## config.mk

```make
export PLATFORM = sky130hd
export DESIGN_NAME = lcd_char_driver
export DESIGN_NICKNAME = d
export VERILOG_FILES = /design/src/rtl/lcd_char_driver.sv
export SDC_FILE = /design/constraint.sdc
export NUM_CORES = 1
export LEC_CHECK = 0
export ABC_AREA = 1
export CAP_MARGIN = 25
export CELL_PAD_IN_SITES_DETAIL_PLACEMENT = 1
export CELL_PAD_IN_SITES_GLOBAL_PLACEMENT = 2
export CORE_MARGIN = 2
export CORE_UTILIZATION = 30
export DETAILED_ROUTE_END_ITERATION = 6
export PLACE_DENSITY_LB_ADDON = 0.25
export SYNTH_ARGS = -nofsm -noshare
export SYNTH_HDL_FRONTEND = slang
export SYNTH_SLANG_ARGS = --single-unit
export TNS_END_PERCENT = 10
```

## constraint.sdc

```tcl
create_clock -name clk -period 4.75 [get_ports clk]
set_input_delay 0.7125 -clock clk [delete_from_list [all_inputs] [get_ports clk]]
set_output_delay 0.7125 -clock clk [all_outputs]
set_load 0.1 [all_outputs]
```

## src/rtl/lcd_char_driver.sv

```systemverilog
// HD44780 16x2 write-only driver: power-up wait, init, then endless refresh of two snapshotted rows.
// Registered outputs, one byte every 1+E_HIGH_CYC+wait clocks; no input backpressure (text sampled once per frame).
module lcd_char_driver #(
   parameter int unsigned PWRUP_CYC    = 750000,
   parameter int unsigned E_HIGH_CYC   = 25,
   parameter int unsigned CMD_WAIT_CYC = 2500,
   parameter int unsigned CLR_WAIT_CYC = 82000,
   parameter int unsigned GAP_CYC      = 0
) (
   input  logic         clk,
   input  logic         rst,
   input  logic [127:0] line_1,
   input  logic [127:0] line_2,
   output logic         lcd_e,
   output logic         lcd_rs,
   output logic         lcd_rw,
   output logic [7:0]   lcd_data,
   output logic         init_done,
   output logic         frame_done
);

   localparam int unsigned MAX_AB  = (PWRUP_CYC > CLR_WAIT_CYC) ? PWRUP_CYC : CLR_WAIT_CYC;
   localparam int unsigned MAX_CD  = (CMD_WAIT_CYC > GAP_CYC) ? CMD_WAIT_CYC : GAP_CYC;
   localparam int unsigned MAX_ABC = (MAX_AB > MAX_CD) ? MAX_AB : MAX_CD;
   localparam int unsigned MAX_CYC = (MAX_ABC > E_HIGH_CYC) ? MAX_ABC : E_HIGH_CYC;
   localparam int          CW      = (MAX_CYC <= 2) ? 1 : $clog2(MAX_CYC);

   localparam logic [CW-1:0] PWRUP_LAST = CW'(PWRUP_CYC - 1);
   localparam logic [CW-1:0] E_LAST     = CW'(E_HIGH_CYC - 1);
   localparam logic [CW-1:0] CMD_LAST   = CW'(CMD_WAIT_CYC - 1);
   localparam logic [CW-1:0] CLR_LAST   = CW'(CLR_WAIT_CYC - 1);
   localparam logic [CW-1:0] GAP_LAST   = (GAP_CYC == 0) ? '0 : CW'(GAP_CYC - 1);

   typedef enum logic [2:0] {
      S_PWRUP, S_INIT, S_FRAME_START, S_ADDR1, S_LINE1, S_ADDR2, S_LINE2, S_GAP
   } state_t;

   typedef enum logic [1:0] {PH_SETUP, PH_PULSE, PH_HOLD} phase_t;

   state_t        state, state_n;
   phase_t        phase, phase_n;
   logic [CW-1:0] cnt, cnt_n;
   logic [3:0]    idx, idx_n;
   logic [127:0]  shadow_1, shadow_2;
   logic          start, latch, init_set, frame_pulse, e_n, rs_n;
   logic [7:0]    byte_n;
   logic [CW-1:0] hold_last;

   function automatic logic [7:0] init_cmd(input logic [3:0] i);
      case (i)
         4'd0:    return 8'h38;
         4'd1:    return 8'h0C;
         4'd2:    return 8'h06;
         default: return 8'h01;
      endcase
   endfunction

   function automatic logic [7:0] col_char(input logic [127:0] l, input logic [3:0] c);
      return l[{~c, 3'b000} +: 8];
   endfunction

   function automatic logic is_byte_state(input state_t s);
      return (s == S_INIT) || (s == S_ADDR1) || (s == S_LINE1) ||
             (s == S_ADDR2) || (s == S_LINE2);
   endfunction

   assign lcd_rw = 1'b0;

   always_comb begin
      state_n     = state;
      phase_n     = phase;
      cnt_n       = cnt;
      idx_n       = idx;
      start       = 1'b0;
      latch       = 1'b0;
      init_set    = 1'b0;
      frame_pulse = 1'b0;
      rs_n        = 1'b0;
      byte_n      = 8'h00;
      hold_last   = (state == S_INIT && idx == 4'd3) ? CLR_LAST : CMD_LAST;

      case (state)
         S_PWRUP: begin
            if (cnt == PWRUP_LAST) begin
               state_n = S_INIT;
               idx_n   = 4'd0;
               cnt_n   = '0;
               start   = 1'b1;
            end else begin
               cnt_n = cnt + 1'b1;
            end
         end
         S_FRAME_START: begin
            latch   = 1'b1;
            state_n = S_ADDR1;
            idx_n   = 4'd0;
            cnt_n   = '0;
            start   = 1'b1;
         end
         S_GAP: begin
            if (cnt == GAP_LAST) begin
               state_n = S_FRAME_START;
               cnt_n   = '0;
            end else begin
               cnt_n = cnt + 1'b1;
            end
         end
         default: begin
            case (phase)
               PH_SETUP: begin
                  phase_n = PH_PULSE;
                  cnt_n   = '0;
               end
               PH_PULSE: begin
                  if (cnt == E_LAST) begin
                     phase_n = PH_HOLD;
                     cnt_n   = '0;
                  end else begin
                     cnt_n = cnt + 1'b1;
                  end
               end
               default: begin
                  if (cnt == hold_last) begin
                     cnt_n = '0;
                     start = 1'b1;
                     case (state)
                        S_INIT: begin
                           if (idx == 4'd3) begin
                              start    = 1'b0;
                              init_set = 1'b1;
                              state_n  = S_FRAME_START;
                           end else begin
                              idx_n = idx + 4'd1;
                           end
                        end
                        S_ADDR1: begin
                           state_n = S_LINE1;
                           idx_n   = 4'd0;
                        end
                        S_LINE1: begin
                           if (idx == 4'd15) begin
                              state_n = S_ADDR2;
                              idx_n   = 4'd0;
                           end else begin
                              idx_n = idx + 4'd1;
                           end
                        end
                        S_ADDR2: begin
                           state_n = S_LINE2;
                           idx_n   = 4'd0;
                        end
                        default: begin
                           if (idx == 4'd15) begin
                              start       = 1'b0;
                              frame_pulse = 1'b1;
                              state_n     = (GAP_CYC == 0) ? S_FRAME_START : S_GAP;
                           end else begin
                              idx_n = idx + 4'd1;
                           end
                        end
                     endcase
                  end else begin
                     cnt_n = cnt + 1'b1;
                  end
               end
            endcase
         end
      endcase

      if (start) begin
         phase_n = PH_SETUP;
      end

      // Byte for the next SETUP; shadow is already valid since FRAME_START precedes ADDR1.
      case (state_n)
         S_INIT:  byte_n = init_cmd(idx_n);
         S_ADDR1: byte_n = 8'h80;
         S_LINE1: begin
            rs_n   = 1'b1;
            byte_n = col_char(shadow_1, idx_n);
         end
         S_ADDR2: byte_n = 8'hC0;
         S_LINE2: begin
            rs_n   = 1'b1;
            byte_n = col_char(shadow_2, idx_n);
         end
         default: byte_n = 8'h00;
      endcase

      e_n = is_byte_state(state_n) && (phase_n == PH_PULSE);
   end

   always_ff @(posedge clk) begin
      if (rst) begin
         state      <= S_PWRUP;
         phase      <= PH_SETUP;
         cnt        <= '0;
         idx        <= 4'd0;
         shadow_1   <= '0;
         shadow_2   <= '0;
         lcd_e      <= 1'b0;
         lcd_rs     <= 1'b0;
         lcd_data   <= 8'h00;
         init_done  <= 1'b0;
         frame_done <= 1'b0;
      end else begin
         state      <= state_n;
         phase      <= phase_n;
         cnt        <= cnt_n;
         idx        <= idx_n;
         lcd_e      <= e_n;
         frame_done <= frame_pulse;
         if (start) begin
            lcd_rs   <= rs_n;
            lcd_data <= byte_n;
         end
         if (latch) begin
            shadow_1 <= line_1;
            shadow_2 <= line_2;
         end
         if (init_set) begin
            init_done <= 1'b1;
         end
      end
   end

endmodule

```

==> results.md <==
* Main synth FF type: dfxtp_1
* Finished Core Util at 40.3%
* Register area share after synthesis at 43.4%
* Share of cells above drive strength 1 at 5.13%
* Via count at 13900
* FILL cells at 5666
* Synth Area in Adders at 0.365%
* Setup crit start kind: register
* Die Height at 218 um
* Vias in the first global route at 14400
* I/O pins at 271
* RSZ-0062 raised after global routing: no
* Skew final at 0.0213 ns
* Cell area power density at 325 nW/um2
* First-pass GRT wire length at 82900 um
* Layout area overhead at 32.8%
* CTS tree: yes
* Final Wtd Congestion at 0.839
* Final Max Slew Viols at 0
* Yosys warnings at 0
* #FFs+latches synth at 297
* Placed Cells at 2815
* Clock transition at path regs at 0.06 ns
* Max-cap violation count at 0
* Worst path required time at 5.17 ns
* Hold Buf Count CTS at 0
* Crit path DAT at 4.31 ns
* Netlist cell types at 41
* Crit path capture type: register
* Fmax at 0.257 GHz
* Maximum vdd ir drop at 0.182 mV
* Average size of a mapped cell at 6.66 um2
* Hold WC Path Type: reg2reg
* # resized after CTS at 0
* Syn Inst Count at 2057
* Final worst path period share at 81.8%
* Post-Synthesis Cell Area at 13700 um2
* GR Util All Layers at 22.4%
* Core area at 45200 um2
* Ys async rst share at 0%
* Footprint of the multi-input gates at 6700 um2
* DRT iter0 DRCs at 780
* Row count at 78
* Finished Layout Cells at 2881
* Setup_tns at 0 ns
* IO Port Bufs at 269
* Setup WS post-layout at 0.863 ns
* Setup CP Type: reg2reg
* Die width at 218 um
* Outcome: completed
* Final setup violation count at 0
* Final min period at 3.89 ns
* Post-synthesis compound-gate area fraction at 15.2%
* Crit-path max FO at 62
* Synth Area in XOR/XNOR at 0.575%
* Post-synth top area share at 43.4%
* Skew-Pair Late Insertion Delay at 0.54 ns
* Grt ovf at 0
* Total wire length at 53400 um
* Drt pass-1 iters at 5
* Dpl ws at 0.866 ns
* Combinational family with the most area after synthesis: simple AND/OR/NAND/NOR gates
* Initial antenna violation count at 0
* Slew Limit Headroom at 26.8%
* Largest net degree at the start of global routing at 202
* DRC at 0
* Vias per cell at 4.84
* EDFF count, synth at 0
* Starting Density at 30.3%
* Post-CTS Setup Bufs at 0
* Mux contribution to synthesized area at 0%
* WL/cell at 18.5 um
* CTS Buf Count at 36
* Worst Max-Slew Pin Slew at 1.09 ns
* Register area at 5950 um2
* Ranking of synthesized cells by area: dfxtp_1, nor2_1, o21ai_0
* Hold Fails Final Rpt at 0
* Area leader, netlist: dfxtp_1
* Post-DP HPWL at 39000 um
* Antenna Violating Nets Remaining at 0
* CTS sink count at 297
* H-tree depth at 2
* CTS root buf: clkbuf_16
* Pleak at 6.66 nW
* # diodes at 0
* Nets@finish at 2516
* Die area at 47400 um2
* Syn nets at 2319
* Clk buf depth at 3
* Worst hold slack at 0.451 ns
* Post-Synth Simple-Gate Area at 32.5%
power by group:
group          internal [mW]  total [mW]  switching (mW)
sequential              2.49        2.50         0.00198
clock                   1.94        3.07            1.13
combinational          0.212       0.343           0.131
total                   4.65        5.91            1.26
worst paths after layout:
kind	from	endpoint	slack, ns	cells past startpoint
setup reg to reg	idx[0]	lcd_data[4]	0.86	21
hold reg to reg	shadow_2[18]	shadow_2[18]	0.45	2
hold / removal	shadow_2[18]	shadow_2[18]	0.45	2
setup / recovery	idx[0]	lcd_data[4]	0.86	21
synthesized netlist by cell type (9+ instances only):
cell type and number:
a21oi_1 82, buf_1 9, buf_2 26, clkbuf_1 84, dfxtp_1 297, inv_1 124
inv_2 12, nand2_1 362, nand2_2 9, nand3_1 131, nand4_1 41, nor2_1 497
nor3_1 12, o211ai_1 9, o21ai_0 285, o21ai_1 15
routing by layer:
layer / global-route usage, % / share of wire [%]
met3: 3.42 / 3.8
met5: 0 / 0
met1: 29.4 / 46
met4: 4.91 / 1.8
met2: 38.7 / 48
cell usage in the layout (no fill, tap or decap), types with 3 or more instances in the layout:
cell               n
a211oi_1           3
a21oi_1           82
buf_12             5
buf_4             12
bufinv_16          6
clkbuf_1           4
clkbuf_16         38
clkbuf_8          10
clkdlybuf4s50_1  269
clkinv_1           3
clkinv_2           5
dfxtp_1          297
ha_1               4
inv_1            124
inv_2             11
nand2_1          362
nand2_2            8
nand3_1          131
nand3_4            4
nand4_1           41
nor2_1           497
nor2_2             3
nor2_4             4
nor3_1            12
nor4_1             5
o211ai_1           9
o21ai_0          285
o21ai_1           15
xnor2_1            3
xor2_1             6
worst max-delay path: stages, from the launching register on:
cell and delay (ns):
dfxtp_1 0.40, ha_1 0.25, nand3_1 0.13, nor2_1 0.16, nand2_1 0.10, nand2_2 0.15, nand3_4 0.15, nand2_1 0.12
nand2_1 0.09, nand2_1 0.10, nand2_2 0.23, nand3_4 0.19, buf_4 0.58, o21ai_0 0.37, o21ai_0 0.25, nor2_1 0.06
nand2_1 0.06, nand3_1 0.10, nand3_1 0.09, nand2_1 0.05, nand2_1 0.07, nand2_1 0.06
registers in the layout (all words and copies together) (netlist names):
signal	flops
idx	4
init_done	1
lcd_e	1
frame_done	1
phase	2
shadow_1	128
lcd_rs	1
state	3
cnt	20
lcd_data	8
shadow_2	128
cells by family (layout without fill, tap and decap cells):
kind of cell               count (synthesis)  after routing
AOI/OAI and AO/OA                        403            403
xor gates and xnor gates                   9              9
adders and majority gates                  4              4
buffers and inverters                    269            493
DFF                                      297            297
other                                      1              1
and+or+nand+nor                         1074           1074
per-stage QoR:
| step | power [mW] | instance area [um2] |
|---|---|---|
| after floorplan | 2.63 | 13700 |
| after global placement | 2.90 | 16800 |
| after detailed placement | 2.90 | 16800 |
| after CTS | 5.98 | 18200 |
| after global routing | 6.11 | 18200 |
| final | 5.91 | 18200 |
area by class of cell:
cell class | count | area share (%)
Clock buffer | 52 | 6.06
Clock inverter | 13 | 1.26
Sequential cell | 297 | 32.7
Inverter | 140 | 2.94
Timing Repair Buffer | 288 | 16.1
Multi-Input combinational cell | 1491 | 36.8
Tap cell | 600 | 4.12
(Power assumes the default switching activity.)
